[config.mk]
export PLATFORM = sky130hd
export DESIGN_NAME = modn_counter_prog
export DESIGN_NICKNAME = d
export VERILOG_FILES = /design/src/rtl/modn_counter_prog.sv
export SDC_FILE = /design/constraint.sdc
export NUM_CORES = 1
export LEC_CHECK = 0
export ABC_AREA = 1
export CELL_PAD_IN_SITES_DETAIL_PLACEMENT = 0
export CELL_PAD_IN_SITES_GLOBAL_PLACEMENT = 2
export CORE_ASPECT_RATIO = 1.2
export CORE_MARGIN = 8
export CORE_UTILIZATION = 29
export CTS_CLUSTER_DIAMETER = 50
export DETAILED_ROUTE_END_ITERATION = 16
export MAX_ROUTING_LAYER = met4
export PLACE_DENSITY = 0.82
export SLEW_MARGIN = 20
export SYNTH_ARGS = -nofsm -noshare
export SYNTH_HDL_FRONTEND = slang
export SYNTH_SLANG_ARGS = --single-unit
[constraint.sdc]
create_clock -name clk -period 3.85 [get_ports clk]
set_input_delay 0.77 -clock clk [delete_from_list [all_inputs] [get_ports clk]]
set_output_delay 0.77 -clock clk [all_outputs]
set_load 0.05 [all_outputs]
[src/rtl/modn_counter_prog.sv]
// modn_counter_prog: runtime-programmable mod-N up/down counter with wrap/saturate and terminal-count pulse
module modn_counter_prog #(
  parameter int WIDTH       = 4,
  parameter int DEFAULT_MOD = 5
) (
  input  logic             clk,
  input  logic             rst,
  input  logic             en,
  input  logic             up_down,
  input  logic             sat_mode,
  input  logic             load,
  input  logic [WIDTH-1:0] load_val,
  input  logic             mod_wr,
  input  logic [WIDTH-1:0] mod_in,
  output logic [WIDTH-1:0] count,
  output logic             tc,
  output logic             at_limit,
  output logic             load_err
);
  logic [WIDTH-1:0] count_q, count_d, mod_q, mod_d, lim;
  logic             tc_q, tc_d, load_err_q, load_err_d;
  assign lim      = mod_q - WIDTH'(1);
  assign count    = count_q;
  assign tc       = tc_q;
  assign load_err = load_err_q;
  assign at_limit = up_down ? (count_q == lim) : (count_q == '0);
  always_comb begin
    count_d    = count_q;
    mod_d      = mod_q;
    tc_d       = 1'b0;
    load_err_d = load_err_q;
    if (mod_wr) begin
      mod_d   = (mod_in < WIDTH'(2)) ? WIDTH'(2) : mod_in;
      count_d = (count_q >= mod_d) ? '0 : count_q;
    end else if (load) begin
      count_d    = (load_val >= mod_q) ? lim : load_val;
      load_err_d = load_err_q | (load_val >= mod_q);
    end else if (en) begin
      // at the limit: wrap (with tc) unless saturating, which holds
      if (at_limit) begin
        count_d = sat_mode ? count_q : (up_down ? '0 : lim);
        tc_d    = ~sat_mode;
      end else begin
        count_d = up_down ? count_q + WIDTH'(1) : count_q - WIDTH'(1);
      end
    end
  end
  always_ff @(posedge clk) begin
    if (rst) begin
      count_q    <= '0;
      mod_q      <= WIDTH'(DEFAULT_MOD);
      tc_q       <= 1'b0;
      load_err_q <= 1'b0;
    end else begin
      count_q    <= count_d;
      mod_q      <= mod_d;
      tc_q       <= tc_d;
      load_err_q <= load_err_d;
    end
  end
endmodule
* After elaboration in Yosys (flattened, before gate mapping) *
Cells that the tools add are included.

storage, ports and cells
  latch bits = 0
  output and inout bits = 7
  bits in read-only memories = 0
  RAM bits = 0
  memories kept = 0
  word-level logic and storage cells = 34
  register bits after elaboration = 10

operators by class
  bitwise gates (word level) = 5
  multiplexer cells = 11
  shift-type cells = 0
  equality and inequality tests = 3
  reduce and logical (&&, ||, !) cells = 5
  multipliers = 0
  div/mod/pow operators = 0
  add/sub/neg operators = 3
  magnitude comparators = 3

operators by type and width
  operator                                                     number
  2-to-1 mux 4 bit                                             10
  greater-or-equal comparator 4 bit                            2
  subtractor 4 x 1 -> 4 bit (second input constant)            2
  OR reduction 5 bit                                           1
  adder 4 x 1 -> 4 bit (second input constant)                 1
  equality test 4 bit                                          1
  zero test 4 bit                                              1
  less-than comparator 4 x 2 -> 1 bit (second input constant)  1
  != test 4 bit (second input constant)                        1
  NOT 1 bit                                                    4
  AND reduction 3 bit                                          1
  nonzero test 3 bit                                           1
  != test 2 x 1 -> 1 bit (second input constant)               1
  AND reduction 2 bit                                          1
  2-to-1 mux 1 bit                                             1
  bitwise OR 1 bit                                             1

* Depth between registers and ports, before layout *
  depth in word-level cells = 7
  mapped depth = 15
  gate-level depth less buffers = 15

* Worst setup path before layout *
No wires, ideal clock.

  path kind = register to output
  from = reg count_q[1] (netlist: count[1])
  to = out at_limit
  buffers on the path = 0
  cell stages (with the launch flop) = 6
  slack = 1.698 ns
  arrival time = 1.382 ns
  data required time = 3.080 ns
  cell sequence = dfxtp_1 xor2_1 nand2_1 nor2_4 nand2_4 nand2_4

between the ends
  word-level cells in the longest chain between the ends = 2
  elaborated cells between the ends (all ways) = 3
  classes of those cells = eq/ne (1); mux (1); reduce/logical (1)

RTL lines
  item                                                    line  RTL
  start, declared                                         20    logic [WIDTH-1:0] count_q, count_d, mod_q, mod_d, lim;
  start signal, assigned                                  55    count_q <= count_d;
  equality test 4 bit or zero test 4 bit (tied branches)  26    assign at_limit = up_down ? (count_q == lim) : (count_q == '0);
  2-to-1 mux 1 bit *                                      26
  end, declared                                           17    output logic at_limit,

Mark *: on every way between the ends. The rest lies on a longest branch, timed or not.

* Worst setup path in the final report *
  from = in up_down
  to = out at_limit

between the ends
  word-level cells in the longest chain between the ends = 1

RTL lines
  item              line  RTL
  start, declared   9     input logic up_down,
  2-to-1 mux 1 bit  26

No other way between the ends.

==> metrics.cfg <==
[floorplanning]
floorplan.initialDensity_pct=29.94
core_um2=3573
die_w_um=71.45
num_rows=24
die-area_um2=5897
die_h_um=82.54
ioPinCount=22

[timing]
setup_viol=0
whs_ns=0.4617
min_period_ns=2.851
worst_pin_slew_ns=0.5008
period_share_pct=74.06
rsz0062_at_grt=no
slew-limit-headroom_pct=66.51
final.setup.tns_ns=0
clock.fmax_mhz=350.7
hold_viol_final=0
timing.final.max_slew_violations=0
finClkSkew_ns=0.003725

[worst_setup_path]
crit_cells=8
r2r_end=count[2]
critPathBufInv=2
r2r_start=mod_q[0]
path_cells=clkdlybuf4s50_1, nand2_1, nor2_1, nand2_1, nor2_4, nand2_4, nand2_4, buf_4
worstSetupPathType=in2out
cp_max_fo=6
arrival_ns=2.08
setup.worst_path.end_class=output pin
crit_family=buffers and inverters
required_ns=3.08
crit_path_max_incr_delay_ns=0.56
start_kind=input port
rr_worst_depth=12
reg2reg_slack_ns=1.88
cp_slowest_cell=clkdlybuf4s50_1

[logic_synthesis]
yosys.area_share.simple_pct=42.11
yosys.area.top_type_share_pct=18.71
synth_edf_count=0
synth_top_family_by_area=simple AND/OR/NAND/NOR gates
ys_seq_elements=10
synthAdderAreaFrac_pct=14.74
async_flop_share_pct=0
synthesis.area_um2=1070
postSynthAreaPerCell_um2=6.645
muxShareOfSynthArea_pct=0
synth_compound_area_share_pct=11.23
ys_warn_count=0
synthXorXnorAreaFrac_pct=3.275
ys.flop_type=dfxtp_1
ys_top_cells_by_area=dfxtp_1 (19%), ha_1 (13%), nand2_1 (8.8%), nand3_1 (8.0%), inv_1 (7.7%)
synth.distinct_cells=27
synth.net_count=188
yosys.area.top_type=dfxtp_1
ys_seq_area_share_pct=18.71
syn_inst=161

[cts]
postCtsSetupRepairBufs=0
clock_path_buffers=2
clk_pin_slew_ns=0.04
cts-buffers-inserted=3
ctsResizeCount=0
holdBufCountCts=0
cts_root_buf=clkbuf_8
cts_tree=done
insertion_delay_ns=0.23
cts.htree.levels=1
cts_sinks=10

[routing]
viasPerCell=4.982
ant_nets=0
drc=0
route.detailed.wl_per_inst_um=13.37
drt_pre_antenna_iters=5
drt_iter0_markers=29
vias=1106
totalWireLength_um=2969

[min_path]
holdPathStages=2
hold_class=reg2reg
min_from=load_err
hold-path-endpoint=load_err

[final_layout]
antenna_cells=0
multi_input_area_um2=763.2
regArea_um2=200.2
fillers=398
syn_to_final_growth_pct=26.67
final_nets=212
layout-drive-gt1-share_pct=14.21

[pwr]
leakagePower_uw=0.0006620
irDropWorstVdd_mv=0.1168
power_density_nw_per_um2=306.6

[placed_design]
place_congestion=0.9142
placement.io_buffers=21
hpwl_um=2531

[global_routing]
grt_pass1_vias=1127
grt.overflow.total=0
grt_max_degree=14
antenna_found_initial=0
grt_pass1_wl_um=5106
grt_use_total_pct=11.26

[flow_run]
maxCapViolations=0

[outcome]
status=completed

## flip-flops by register name (all words and copies together) (netlist names)
| name | cells |
|---|---|
| count | 4 |
| load_err | 1 |
| tc | 1 |
| mod_q | 4 |
## worst reg2reg max path: stages (launching register included)
cell,delay (ns)
dfxtp_1,0.44
inv_2,0.12
ha_1,0.37
xor2_1,0.16
nand2_1,0.10
nor2_4,0.13
nand2_4,0.09
nand3_1,0.07
nand2_1,0.06
nor2_1,0.10
nor2_1,0.06
nor2_1,0.11
nor2_1,0.05
## cells in the mapped netlist, types with 4 or more instances
library cell and count:
nand2_1 25, a21oi_1 8, nor2_1 22, ha_1 11, inv_1 22, nand3_1 17
o21ai_0 4, dfxtp_1 10, nand4_1 6, nand2_2 7
## per-stage QoR
step	cell area (um2)	instances	total power, uW	utilization (%)	setup slack, ns
floorplan	1070	161	257.4	-	1.698
global placement	1314	219	313.9	36.76	1.027
detailed placement	1314	219	315.3	36.76	1.005
CTS	1355	222	420.7	37.92	0.9926
global route	1355	222	450.6	37.92	0.8962
finish	1355	222	415.4	37.92	0.9986
## worst max path at each step
stage,end,start,slack (ns)
floorplan,at_limit,count[1],1.70
global placement,at_limit,up_down,1.03
detailed placement,at_limit,up_down,1.00
CTS,at_limit,up_down,0.99
global route,at_limit,up_down,0.90
finish,at_limit,up_down,1.0
## cell families after synthesis
group,after synthesis
compound gates,20
xor+xnor,4
fa+ha+maj,12
buf+inv,27
flops,10
simple gates,88
## per-layer routing
layer	global-route usage, %	share of wire (%)	vias up
met1	12.41	45	504
met5	-	0	-
met3	1.570	2.2	8
li1	-	-	575
met4	5.000	2.5	0
met2	19.87	50	19
## layout by cell type, fill, tap and decap left out, types with 4 or more instances in the layout
| cell | netlist | final |
|---|---|---|
| nand3_1 | 17 | 17 |
| nand2_2 | 7 | 7 |
| clkdlybuf4s50_1 | 0 | 20 |
| o21ai_0 | 4 | 4 |
| inv_1 | 22 | 22 |
| a21oi_1 | 8 | 8 |
| nand4_1 | 6 | 6 |
| dfxtp_1 | 10 | 10 |
| nand2_1 | 25 | 25 |
| nor2_1 | 22 | 22 |
| ha_1 | 11 | 11 |
## layout make-up
class                           count  area share (%)
Sequential cell                    10           14.77
Tap cell                           39           3.601
Clock buffer                        3           3.047
Inverter                           25           6.925
Multi-Input combinational cell    124           56.33
Timing Repair Buffer               21           15.33
## power breakdown
group	internal (uW)	leakage (uW)	switching (uW)	total (uW)
Combinational	72.5	0.000558	115	188
Sequential	111	0.0000823	13.0	124
Clock	68.0	0.0000216	35.1	103
Total	252	0.000662	163	415
Note: power is estimated with default switching activity, not from simulation.
